[config.mk]
export PLATFORM = sky130hd
export DESIGN_NAME = axil_mitm_wr
export DESIGN_NICKNAME = d
export VERILOG_FILES = /design/src/rtl/axil_mitm_wr.sv
export SDC_FILE = /design/constraint.sdc
export NUM_CORES = 1
export LEC_CHECK = 0
export CORE_ASPECT_RATIO = 1.1
export CORE_MARGIN = 3
export CORE_UTILIZATION = 39
export DETAILED_ROUTE_END_ITERATION = 7
export PLACE_DENSITY_LB_ADDON = 0.25
export SLEW_MARGIN = 10
export SYNTH_ARGS = -nofsm -noshare
export SYNTH_HDL_FRONTEND = slang
export SYNTH_SLANG_ARGS = --single-unit
[constraint.sdc]
create_clock -name clk -period 5.4 [get_ports clk]
set_clock_uncertainty 0.2 [all_clocks]
set_input_delay 1.08 -clock clk [delete_from_list [all_inputs] [get_ports clk]]
set_output_delay 1.08 -clock clk [all_outputs]
set_load 0.01 [all_outputs]
[src/rtl/axil_mitm_wr.sv]
// axil_mitm_wr -- AXI4-Lite write-channel man-in-the-middle register stage.
//
// Collects one AW and one W beat from the slave port (in any order or together),
// forwards both to the master port, waits for the master B response and returns
// it on the slave port. At most one write is in flight. Every output is a flop.
//
// Ports
//   clk, rst            clock (rising edge); synchronous active-high reset
//   s_axil_aw*/w*/b*    upstream write channels (this block is the subordinate)
//   m_axil_aw*/w*/b*    downstream write channels (this block is the manager)
//
// Reset clears the control flops (state, capture flags, all valid/ready outputs).
// Payload flops (address, prot, data, strobe, bresp) start at zero and ignore rst.

module axil_mitm_wr #(
  parameter int ADDR_WIDTH = 32,
  parameter int DATA_WIDTH = 32,
  parameter int STRB_WIDTH = DATA_WIDTH / 8
) (
  input  logic                  clk,
  input  logic                  rst,
  input  logic [ADDR_WIDTH-1:0] s_axil_awaddr,
  input  logic [2:0]            s_axil_awprot,
  input  logic                  s_axil_awvalid,
  output logic                  s_axil_awready,
  input  logic [DATA_WIDTH-1:0] s_axil_wdata,
  input  logic [STRB_WIDTH-1:0] s_axil_wstrb,
  input  logic                  s_axil_wvalid,
  output logic                  s_axil_wready,
  output logic [1:0]            s_axil_bresp,
  output logic                  s_axil_bvalid,
  input  logic                  s_axil_bready,
  output logic [ADDR_WIDTH-1:0] m_axil_awaddr,
  output logic [2:0]            m_axil_awprot,
  output logic                  m_axil_awvalid,
  input  logic                  m_axil_awready,
  output logic [DATA_WIDTH-1:0] m_axil_wdata,
  output logic [STRB_WIDTH-1:0] m_axil_wstrb,
  output logic                  m_axil_wvalid,
  input  logic                  m_axil_wready,
  input  logic [1:0]            m_axil_bresp,
  input  logic                  m_axil_bvalid,
  output logic                  m_axil_bready
);

  typedef enum logic {
    ST_IDLE,
    ST_RESP
  } state_t;

  state_t state_q, state_d;

  logic aw_done_q, aw_done_d;
  logic w_done_q,  w_done_d;

  logic s_awready_q, s_awready_d;
  logic s_wready_q,  s_wready_d;
  logic s_bvalid_q,  s_bvalid_d;
  logic m_awvalid_q, m_awvalid_d;
  logic m_wvalid_q,  m_wvalid_d;
  logic m_bready_q,  m_bready_d;

  logic [ADDR_WIDTH-1:0] m_awaddr_q = '0;
  logic [ADDR_WIDTH-1:0] m_awaddr_d;
  logic [2:0]            m_awprot_q = '0;
  logic [2:0]            m_awprot_d;
  logic [DATA_WIDTH-1:0] m_wdata_q  = '0;
  logic [DATA_WIDTH-1:0] m_wdata_d;
  logic [STRB_WIDTH-1:0] m_wstrb_q  = '0;
  logic [STRB_WIDTH-1:0] m_wstrb_d;
  logic [1:0]            s_bresp_q  = '0;
  logic [1:0]            s_bresp_d;

  logic aw_hs, w_hs, b_hs;

  assign aw_hs = s_axil_awvalid && s_awready_q;
  assign w_hs  = s_axil_wvalid  && s_wready_q;
  assign b_hs  = m_axil_bvalid  && m_bready_q;

  always_comb begin
    state_d     = state_q;
    aw_done_d   = aw_done_q;
    w_done_d    = w_done_q;
    s_awready_d = s_awready_q;
    s_wready_d  = s_wready_q;
    s_bvalid_d  = s_bvalid_q;
    m_awvalid_d = m_awvalid_q;
    m_wvalid_d  = m_wvalid_q;
    m_bready_d  = m_bready_q;
    m_awaddr_d  = m_awaddr_q;
    m_awprot_d  = m_awprot_q;
    m_wdata_d   = m_wdata_q;
    m_wstrb_d   = m_wstrb_q;
    s_bresp_d   = s_bresp_q;

    // Master AW/W and slave B drain on their own handshakes in either state.
    if (m_awvalid_q && m_axil_awready) m_awvalid_d = 1'b0;
    if (m_wvalid_q  && m_axil_wready)  m_wvalid_d  = 1'b0;
    if (s_bvalid_q  && s_axil_bready)  s_bvalid_d  = 1'b0;

    case (state_q)
      ST_IDLE: begin
        m_bready_d = 1'b0;
        if (aw_hs) begin
          m_awaddr_d = s_axil_awaddr;
          m_awprot_d = s_axil_awprot;
          aw_done_d  = 1'b1;
        end
        if (w_hs) begin
          m_wdata_d = s_axil_wdata;
          m_wstrb_d = s_axil_wstrb;
          w_done_d  = 1'b1;
        end
        // Readies are computed from next-state flags so they drop right after
        // their own handshake rather than one cycle late.
        if (aw_done_d && w_done_d) begin
          m_awvalid_d = 1'b1;
          m_wvalid_d  = 1'b1;
          aw_done_d   = 1'b0;
          w_done_d    = 1'b0;
          s_awready_d = 1'b0;
          s_wready_d  = 1'b0;
          // A still-pending slave response must not be overwritten by a new B.
          m_bready_d  = !m_axil_bvalid && !s_bvalid_d;
          state_d     = ST_RESP;
        end else begin
          s_awready_d = !m_awvalid_d && !aw_done_d;
          s_wready_d  = !m_wvalid_d  && !w_done_d;
        end
      end

      ST_RESP: begin
        s_awready_d = 1'b0;
        s_wready_d  = 1'b0;
        if (b_hs) begin
          s_bresp_d   = m_axil_bresp;
          s_bvalid_d  = 1'b1;
          m_bready_d  = 1'b0;
          s_awready_d = !m_awvalid_d;
          s_wready_d  = !m_wvalid_d;
          state_d     = ST_IDLE;
        end else begin
          m_bready_d = !s_bvalid_d;
        end
      end

      default: state_d = ST_IDLE;
    endcase
  end

  always_ff @(posedge clk) begin
    if (rst) begin
      state_q     <= ST_IDLE;
      aw_done_q   <= 1'b0;
      w_done_q    <= 1'b0;
      s_awready_q <= 1'b0;
      s_wready_q  <= 1'b0;
      s_bvalid_q  <= 1'b0;
      m_awvalid_q <= 1'b0;
      m_wvalid_q  <= 1'b0;
      m_bready_q  <= 1'b0;
    end else begin
      state_q     <= state_d;
      aw_done_q   <= aw_done_d;
      w_done_q    <= w_done_d;
      s_awready_q <= s_awready_d;
      s_wready_q  <= s_wready_d;
      s_bvalid_q  <= s_bvalid_d;
      m_awvalid_q <= m_awvalid_d;
      m_wvalid_q  <= m_wvalid_d;
      m_bready_q  <= m_bready_d;
    end
  end

  always_ff @(posedge clk) begin
    m_awaddr_q <= m_awaddr_d;
    m_awprot_q <= m_awprot_d;
    m_wdata_q  <= m_wdata_d;
    m_wstrb_q  <= m_wstrb_d;
    s_bresp_q  <= s_bresp_d;
  end

  assign s_axil_awready = s_awready_q;
  assign s_axil_wready  = s_wready_q;
  assign s_axil_bvalid  = s_bvalid_q;
  assign s_axil_bresp   = s_bresp_q;
  assign m_axil_awaddr  = m_awaddr_q;
  assign m_axil_awprot  = m_awprot_q;
  assign m_axil_awvalid = m_awvalid_q;
  assign m_axil_wdata   = m_wdata_q;
  assign m_axil_wstrb   = m_wstrb_q;
  assign m_axil_wvalid  = m_wvalid_q;
  assign m_axil_bready  = m_bready_q;

endmodule

After elaboration in Yosys (flattened, before gate mapping)
Index checks and enable logic that the tools add are counted.

Register bits: 82. Bits of input ports: 81. Output and inout bits: 79. Logic and storage cells: 61.

Muxes and demuxes: 27. Bitwise operators: 1. Reduce and logical (&&, ||, !) cells: 19.

Operators by type and width (count): 1-bit 2-to-1 mux (23); 1-bit logical AND (10); 1-bit one-hot mux with 2 select lines (4); 1-bit zero test (6); 2-bit AND reduction (3); 1-bit NOT (1).

Longest topological paths before layout
Gate-level depths: netlist of run 1.

Depth after elaboration: 7. Depth in mapped cells: 3. Mapped depth without buffers: 3.

Least setup slack after synthesis of run 1
OpenSTA, ideal clock, no wires.

Kind: input -> register. Start: input s_axil_awvalid. End: register m_awaddr_q[0], in the netlist m_axil_awaddr[0] (enable). Library setup time: 397 ps. Arrival time: 2011 ps. Data required time: 4803 ps. Path slack: 2792 ps. Stages on the path: 1. Path buffers: 0. Cell sequence: and3b_1.

Word-level cells in the longest chain between the ends: 2.

Ends and longest elaborated chain: from (decl) (line 24) `input logic s_axil_awvalid,`; 1-bit logical AND (line 76) `assign aw_hs = s_axil_awvalid && s_awready_q;`; 2-bit AND reduction (no source line); to (signal assigned) (line 176) `m_awaddr_q <= m_awaddr_d;`; to (decl) (line 63) `logic [ADDR_WIDTH-1:0] m_awaddr_q = '0;`.

Every way passes these cells. A chain may end at the register's enable or synchronous reset.

Worst setup path in the final report of run 1
Start: register m_bready_q, in the netlist m_axil_bready. End: output m_axil_bready.

RTL lines: from (decl) (line 61) `logic m_bready_q, m_bready_d;`; from (signal assigned) (line 171) `m_bready_q <= m_bready_d;`; to (decl) (line 43) `output logic m_axil_bready`.

No word-level cell between the ends.

==> results by group, run 1 <==
Cells and area
  – Area growth, synth to finish: 74.3%
  – Nets: between 300 and 400
  – FF+latch area: 2370 µm²
  – Area taken by multi-input logic gates: 161 µm²
  – # fillers: 422
  – Antenna fix cells: 0
  – Share of cells above drive strength 1: 5.23%

Clock network
  – Hold_buf cts: 0
  – CTS sink count: 82
  – CTS root buf: clkbuf_8
  – Clock Tree Buf Depth: 2
  – CTS H-tree depth: 3
  – Clk_lat worst skew: 320 ps
  – Setup bufs post-CTS: 0
  – Reg clk slew, reported paths: 70 ps
  – Resized Gates After CTS: 0
  – Number of buffers created by CTS: 9
  – TritonCTS clock tree: done

Synthesis
  – Leading area contributor after synthesis: edfxtp_1
  – Largest cells by area after synthesis: edfxtp_1 86%, dfxtp_1 7.1%, a21oi_1 1.2%
  – Dominant synthesized flop cell: edfxtp_1
  – Mapped Area: 2540 µm²
  – Synth top area share: 86.3%
  – Most frequent cell after synthesis: edfxtp_1
  – Syn. warnings: 0
  – Post-synth EDFFs: 73
  – Synth unique cells: 17
  – Asr flop ratio synth: 0%
  – Syn_nets: 192
  – Post-synth top cells: 73 x edfxtp_1, 9 x dfxtp_1, 6 x a21oi_1
  – Syn Area/Cell: 22.9 µm²
  – Post-synthesis sequential area ratio: 93.4%
  – Mapped Cells: 111
  – Synth Register Bits: 82

Power
  – Net Sw Frac: 20.3%
  – Gate power share: around 14%
  – Int Power: 1.09 mW
  – Pwr dens: around 310 nW/µm²
  – Leak: about 1.5 nW
  – Total power: 1.37 mW
  – Clk pwr share: 30.4%
  – P_sw: 0.278 mW
  – Sequential share of power: 55.4%
  – VDD IR max: about 0.00024 V

Die
  – # IOs: 160
  – Placement Rows: 30
  – CORE AREA: between 6000 and 7000 µm²
  – Die X: 83.0 µm
  – Initial Utilization: 40.8%
  – Die Ht: 90.7 µm
  – Die ar.: roughly 7500 µm²

GRT
  – GRT Total Usage: 15.5%
  – GRT Residual Overflow: 0
  – Initial antenna violation count: 0
  – Pin count of the biggest net entering global routing: 38
  – Vias in the first global route: 1,675
  – Global-route wire length before repair: 8830 µm

Timing
  – RSZ-0062 raised after global routing: false
  – Final period util: 47.1%
  – Crit path time final: about 2500 ps
  – TNS Setup: 0 ps
  – Slew Limit Fails: 0
  – Final setup viols: 0
  – Slew @ Worst Pin: 762 ps
  – Endpoints failing hold: 0
  – Rel. slew slack: 49.2%
  – Fmax: between 300 and 400 MHz

Worst setup path
  – Critical path required time: 4120 ps
  – Slowest stage delay, CP: 560 ps
  – Worst path buffer plus inverter count: 1
  – Startpoint types: flop
  – WS Path Type: reg2out
  – CP max stage cell: clkdlybuf4s50_1
  – Critical path peak fanout: 4
  – Family with the most delay on the worst path: buffers and inverters
  – Crit-path cells: clkdlybuf4s50_1
  – Crit. End Element: primary output
  – Crit path DAT: 1260 ps

Detailed routing
  – TritonRoute pass-1 iters: 4
  – Via density: 4.52
  – Final antenna-violating net count: 0
  – Vias: 1,659
  – 1st-iter DRT viols: 39
  – Drt wl/cell: 15.5 µm
  – Routed WL: 5690 µm
  – DRC: 0

Placed design
  – Post-DP HPWL: roughly 4400 µm
  – I/O Buffers: 159
  – Gpl congestion: 0.761

Flow run
  – # Max-Cap Violations: 0

Hold path
  – Min-delay worst type: reg2reg

Outcome
  – Run status: completed
-- routing by layer --
metal / GRT usage [%] / wire [µm]
met1: 17.3 / 2150
met2: 22.5 / 2470
met3: 10.4 / 986
met4: 7.77 / 87
met5: 0 / 0
-- worst min-delay path: cells and delay by family, from the launching register on --
kind               cells  cell delay (ps)
and+or+nand+nor        1               90
AOI/OAI and AO/OA      1               70
DFF                    1              320
-- power by group through the flow --
| stage | combinational (mW) | sequential [mW] | clock, mW |
|---|---|---|---|
| floorplan | 0.0289 | 0.796 | 0 |
| global placement | 0.194 | 0.774 | 0 |
| detailed placement | 0.196 | 0.776 | 0 |
| CTS | 0.197 | 0.761 | 0.430 |
| global route | 0.207 | 0.765 | 0.464 |
| finish | 0.194 | 0.761 | 0.418 |
-- through the flow --
stage               instance area (µm²)  hold slack, ps  instances  util (%)  setup WS [ps]
finish                             4430             317        367      71.1           2860
global route                       4430             351        367      71.1           2780
CTS                                4430             320        367      71.1           2840
detailed placement                 4240             309        351      68.1           2530
global placement                   4240             303        351      68.1           2530
floorplan                          2540             266        111         -           2790
-- placed cells by master (no fill, tap or decap), types with 2 or more instances in the layout --
cell type	n
nand2b_1	3
inv_1	2
a21oi_1	6
clkbuf_1	4
nor2_1	4
clkdlybuf4s50_1	159
clkbuf_8	10
dfxtp_1	9
o21ai_1	2
nand2_1	2
nor3b_1	2
edfxtp_1	73
-- kinds of logic after synthesis --
family                 count (synthesis)  synth area share (%)
AOI/OAI and AO/OA                     10                  2.27
buffers and inverters                  2                 0.296
DFF                                   82                  93.4
and+or+nand+nor                       17                  4.09
-- flip-flops by register name, indices dropped and copies added, names as in the netlist --
name and count:
s_axil_bvalid 1, m_axil_wstrb 4, m_axil_awprot 3, aw_done_q 1, s_axil_wready 1, w_done_q 1
m_axil_awaddr 32, s_axil_awready 1, state_q 1, m_axil_awvalid 1, m_axil_wdata 32, m_axil_wvalid 1
s_axil_bresp 2, m_axil_bready 1
-- final cells by class --
type,instances,share of cell area (%)
clock inverter,2,0.847
sequential,82,53.5
timing repair buffer,160,36.1
multi-input combinational,27,3.64
clock buffer,14,3.45
tap,80,2.26
inverter,2,0.169
-- final timing paths --
path / from / end / slack (ps) / depth (start not counted)
setup / recovery: m_axil_bready$_SDFF_PP0_ / m_axil_bready / 2860 / 1
hold / removal: m_axil_awvalid$_SDFF_PP0_ / m_axil_awvalid$_SDFF_PP0_ / 320 / 2
setup reg to reg: state_q$_SDFF_PP0_ / m_axil_wdata[6]$_DFFE_PP_ / 3660 / 1
hold reg to reg: m_axil_awvalid$_SDFF_PP0_ / m_axil_awvalid$_SDFF_PP0_ / 320 / 2
No activity file was read; power rests on OpenSTA's default activity.
==> run 2: changes to the inputs <==
CORE_UTILIZATION = 33   (was 39)
clock period = 2.3 ns   (was 5.4 ns; I/O delays follow)
==> results by group, run 2 (synthesis gave the netlist of run 1 again) <==
Timing
  – Slew Limit Fails: 0 (unchanged)
  – RSZ-0062 raised after global routing: false
  – Slew @ Worst Pin: 272 ps (-490 ps)
  – TNS Setup: 0 ps (unchanged)
  – Final setup viols: 0 (unchanged)
  – Fmax: 519 MHz
  – Final period util: 83.7%
  – Crit path time final: roughly 1900 ps
  – Rel. slew slack: 81.8% (+33 points)
  – Endpoints failing hold: 0 (unchanged)

Clock network
  – Number of buffers created by CTS: 9 (unchanged)
  – TritonCTS clock tree: done
  – Reg clk slew, reported paths: 80 ps (about the same)
  – Clk_lat worst skew: 330 ps (about the same)
  – CTS root buf: clkbuf_8
  – Hold_buf cts: 0 (unchanged)
  – Clock Tree Buf Depth: 2 (unchanged)
  – CTS H-tree depth: 3 (unchanged)
  – CTS sink count: 82 (unchanged)
  – Setup bufs post-CTS: 0 (unchanged)
  – Resized Gates After CTS: 0 (unchanged)

Die
  – Die X: 89.7 µm (+8.1%)
  – Placement Rows: 32 (+6.7%)
  – Die Ht: 98.0 µm (+8.1%)
  – CORE AREA: 7250 µm² (+16%)
  – Die ar.: 8790 µm² (+17%)
  – # IOs: 160 (unchanged)
  – Initial Utilization: 35.1% (-5.7 points)

Detailed routing
  – 1st-iter DRT viols: 62 (+59%)
  – Via density: 4.17 (-7.8%)
  – Drt wl/cell: 16.3 µm (+5.4%)
  – Routed WL: 6360 µm (+12%)
  – TritonRoute pass-1 iters: 4 (unchanged)
  – Vias: 1,621 (-2.3%)
  – Final antenna-violating net count: 0 (unchanged)
  – DRC: 0 (unchanged)

Power
  – Total power: 3.20 mW (+130%)
  – Pwr dens: 715 nW/µm² (+130%)
  – Leak: 1.56 nW (+0.75%)
  – VDD IR max: 0.000354 V (+46%)

Cells and area
  – Antenna fix cells: 0 (unchanged)
  – Nets: 364 (+0.28%)
  – Commonest cells after routing, fill and taps aside: 159 x clkdlybuf4s50_1, 73 x edfxtp_1, 9 x dfxtp_1, 9 x clkbuf_8, 6 x a21oi_1
  – Area taken by multi-input logic gates: 161 µm² (unchanged)
  – Commonest non-fill, non-tap cell in the layout: clkdlybuf4s50_1
  – FF+latch area: 2370 µm² (unchanged)
  – Share of cells above drive strength 1: 5.57% (+0.35 points)
  – Area growth, synth to finish: 76.1%
  – # fillers: 573 (+36%)

GRT
  – Global-route wire length before repair: 9340 µm (+5.8%)
  – Pin count of the biggest net entering global routing: 38 (unchanged)
  – Initial antenna violation count: 0 (unchanged)
  – GRT Residual Overflow: 0 (unchanged)
  – Vias in the first global route: 1,716 (+2.4%)
  – GRT Total Usage: 14.7% (-0.83 points)

Worst setup path
  – Critical path peak fanout: 1 (-3)
  – Crit. End Element: primary output
  – CP max stage cell: clkdlybuf4s50_1
  – Critical path required time: 1640 ps (-2480 ps)
  – Crit-path cells: clkdlybuf4s50_1
  – Crit path DAT: 1270 ps (about the same)
  – Family with the most delay on the worst path: buffers and inverters
  – Worst r2r dst: m_axil_wdata[3]$_DFFE_PP_
  – Reg2Reg Setup Slack: 870 ps (-2790 ps)
  – Slowest stage delay, CP: 570 ps (about the same)
  – WS Path Type: reg2out
  – CP Depth: 1 (unchanged)
  – R2r worst-path depth: 2 (+1)
  – Reg-to-reg startpoint: state_q$_SDFF_PP0_
  – Worst path buffer plus inverter count: 1 (unchanged)
  – Startpoint types: flop

Placed design
  – I/O Buffers: 159 (unchanged)
  – Gpl congestion: 0.787 (+3.5%)
  – Post-DP HPWL: 4860 µm (+9.6%)

Hold path
  – Hold wc startpoint: m_axil_wvalid$_SDFF_PP0_
  – Min-Delay Path Depth: 2 (unchanged)
  – Hold endpoint: m_axil_wvalid$_SDFF_PP0_
  – Min-delay worst type: reg2reg

Flow run
  – # Max-Cap Violations: 0 (unchanged)

Outcome
  – Run status: completed
## run 2: cell types whose count changed in the layout (fill, tap and decap cells not counted)
cell / previous run / this run
buf_12: 0 / 2
buf_4: 1 / 0
clkbuf_1: 4 / 2
clkbuf_8: 10 / 9
clkinv_1: 0 / 1
clkinv_2: 0 / 2
clkinvlp_4: 1 / 0
## run 2: worst max path at each step
stage | startpoint | to | slack, ps
finish | m_axil_awaddr[30]$_DFFE_PP_ | m_axil_awaddr[30] | 370
global route | m_axil_bready$_SDFF_PP0_ | m_axil_bready | 320
CTS | m_axil_awaddr[30]$_DFFE_PP_ | m_axil_awaddr[30] | 360
detailed placement | s_axil_wvalid | m_axil_wstrb[2]$_DFFE_PP_ | 380
global placement | s_axil_wvalid | m_axil_wdata[10]$_DFFE_PP_ | 410
floorplan | s_axil_awvalid | m_axil_awaddr[0]$_DFFE_PP_ | 310
## run 2: area by class of cell
cell class | count | share of cell area [%]
clock buffer | 11 | 2.94
clock inverter | 4 | 0.978
inverter | 2 | 0.168
multi-input combinational | 27 | 3.61
sequential | 82 | 53.0
tap | 102 | 2.85
timing repair buffer | 161 | 36.5
## run 2: routing by layer
layer | global-route usage, % | wire [µm] | part of all wire [%]
met5 | 0 | 0 | 0
met4 | 7.45 | 149 | 2.3
met3 | 3.29 | 463 | 7.3
met2 | 28.3 | 3790 | 60
met1 | 13.5 | 1960 | 31
## run 2: power breakdown
group | switching, mW | internal, mW
combinational | 0.179 | 0.297
sequential | 0.0349 | 1.75
clock | 0.451 | 0.490
total | 0.665 | 2.54
## run 2: metrics by stage
step	setup WS (ps)	util [%]	hold WS [ps]	std cells	cell area, µm²
CTS	358	61.8	328	389	4480
finish	375	61.8	327	389	4480
floorplan	312	-	266	111	2540
detailed placement	383	59.3	308	374	4300
global route	317	61.8	351	389	4480
global placement	407	59.3	303	374	4300
==> run 3: changes to the inputs <==
clock period = 1.6 ns   (was 2.3 ns; I/O delays follow)
==> results by group, run 3 (synthesis gave the netlist of run 1 again) <==
Detailed routing
  – Via density: 4.17 (about the same)
  – Final antenna-violating net count: 0 (unchanged)
  – Vias: 1,659 (+2.3%)
  – Drt wl/cell: 16.3 µm (-0.48%)
  – TritonRoute pass-1 iters: 4 (unchanged)
  – DRC: 0 (unchanged)
  – Routed WL: 6470 µm (+1.8%)
  – 1st-iter DRT viols: 42 (-32%)

Timing
  – Slew @ Worst Pin: 264 ps (-8.51 ps)
  – Fmax: 646 MHz
  – Endpoints failing hold: 0 (unchanged)
  – Hold slack: 300 ps (-26.4 ps)
  – RSZ-0062 raised after global routing: false
  – Final setup viols: 0 (unchanged)
  – Slew Limit Fails: 0 (unchanged)
  – Final period util: 96.8%
  – Crit path time final: 1550 ps
  – Rel. slew slack: 82.2% (+0.43 points)

Power
  – Leak: 1.72 nW (+11%)
  – Pwr dens: 1030 nW/µm² (+44%)
  – VDD IR max: 0.000682 V (+92%)

Placed design
  – Post-DP HPWL: 5110 µm (+5.2%)
  – I/O Buffers: 159 (unchanged)
  – Placed inst area: 4390 µm² (+2.0%)
  – Gpl congestion: 0.808 (+2.6%)
  – Cell Count Post-Placement: 382 (+2.1%)

Hold path
  – Min-delay worst type: reg2reg
  – Min-Delay Path Depth: 2 (unchanged)
  – Hold endpoint: m_axil_wvalid$_SDFF_PP0_
  – Hold wc startpoint: m_axil_wvalid$_SDFF_PP0_

Worst setup path
  – Slowest stage delay, CP: 400 ps (-170 ps)
  – Critical path peak fanout: 1 (unchanged)
  – Crit-path cells: dlygate4sd2_1
  – CP max stage cell: edfxtp_1
  – Reg-to-reg startpoint: state_q$_SDFF_PP0_
  – Critical path required time: 1080 ps (-560 ps)
  – Reg2Reg Setup Slack: 270 ps (-600 ps)
  – Startpoint types: flop
  – Family with the most delay on the worst path: flip-flops
  – WS Path Type: reg2out
  – Worst Setup SP: m_axil_wdata[20]$_DFFE_PP_
  – Worst path buffer plus inverter count: 1 (unchanged)
  – Crit. End Element: primary output
  – R2r worst-path depth: 2 (unchanged)
  – Worst r2r dst: m_axil_awaddr[12]$_DFFE_PP_
  – Crit path DAT: 1030 ps (-240 ps)

Die
  – Placement Rows: 32 (unchanged)
  – CORE AREA: 7250 µm² (unchanged)
  – Die ar.: 8790 µm² (unchanged)
  – # IOs: 160 (unchanged)
  – Initial Utilization: 35.1% (unchanged)
  – Die Ht: 98.0 µm (unchanged)
  – Die X: 89.7 µm (unchanged)

GRT
  – GRT Residual Overflow: 0 (unchanged)
  – Initial antenna violation count: 0 (unchanged)
  – GRT Total Usage: 14.7% (-0.018 points)
  – Pin count of the biggest net entering global routing: 20 (-47%)
  – Vias in the first global route: 1,863 (+8.6%)
  – Global-route wire length before repair: 9560 µm (+2.4%)

Clock network
  – CTS H-tree depth: 3 (unchanged)
  – TritonCTS clock tree: done
  – Number of buffers created by CTS: 9 (unchanged)
  – Clk_lat worst skew: 320 ps (about the same)
  – Clock Tree Buf Depth: 2 (unchanged)
  – CTS root buf: clkbuf_8
  – Setup bufs post-CTS: 0 (unchanged)
  – CTS sink count: 82 (unchanged)
  – Reg clk slew, reported paths: 80 ps (about the same)

Outcome
  – Run status: completed

Cells and area
  – Share of cells above drive strength 1: 8.78% (+3.2 points)
  – # fillers: 582 (+1.6%)
  – Antenna fix cells: 0 (unchanged)
  – Nets: 372 (+2.2%)
  – Area growth, synth to finish: 76.0% (about the same)
  – Commonest non-fill, non-tap cell in the layout: clkdlybuf4s50_1
  – Cell area after layout: 4470 µm² (about the same)
  – Commonest cells after routing, fill and taps aside: 80 x clkdlybuf4s50_1, 79 x dlygate4sd2_1, 73 x edfxtp_1, 9 x dfxtp_1, 9 x clkbuf_8
  – Layout Cells excl Fill: 398 (+2.3%)

Flow run
  – # Max-Cap Violations: 0 (unchanged)
run 3: worst max path at each step:
stage / to / slack [ps] / cells after the start
2_1_floorplan: m_axil_wdata[0]$_DFFE_PP_ / 20 / 1
3_3_place_gp: m_axil_awaddr[11]$_DFFE_PP_ / -160 / 3
3_5_place_dp: m_axil_awaddr[21]$_DFFE_PP_ / -170 / 3
4_1_cts: m_axil_wdata[20] / 20 / 1
5_1_grt: m_axil_bready / 6 / 1
6_report: m_axil_wdata[20] / 50 / 1
run 3: report_power, final:
part / internal [mW] / switching [mW]
Clock: 0.709 / 0.682
Combinational: 0.375 / 0.270
Sequential: 2.51 / 0.0409
run 3: cell type report:
class | instances | area (µm²) | area share, %
flip-flops and latches | 82 | 2370 | 53.0
well taps | 102 | 128 | 2.85
multi-input cells | 27 | 163 | 3.64
inverters | 2 | 7.51 | 0.168
clock inverters | 6 | 57.6 | 1.29
clock buffers | 10 | 128 | 2.85
repair buffers | 169 | 1620 | 36.2
run 3: per-stage QoR:
step	worst slack, ps	util [%]	setup TNS, ps	power, mW
finish	51.4	61.7	0	4.59
detailed placement	-167	60.5	-11370	3.35
CTS	24.5	61.7	0	4.66
global route	6.15	61.7	0	4.80
global placement	-161	60.5	-11010	3.34
floorplan	24.5	-	0	2.78
run 3: timing repair:
| action | in CTS | in global routing |
|---|---|---|
| resized for setup | 79 | 0 |
| endpoints found under the hold margin | 0 | 0 |
| endpoints found under the setup margin | 79 | 0 |
| hold buffers | 0 | 0 |
run 3: routing by layer:
metal | vias up | track usage [%] | wire [µm]
met2 | 66 | 27.9 | 3800
met5 | - | 0 | 0
met3 | 10 | 3.71 | 395
met1 | 794 | 14.1 | 2150
met4 | 0 | 6.41 | 125
li1 | 789 | - | -
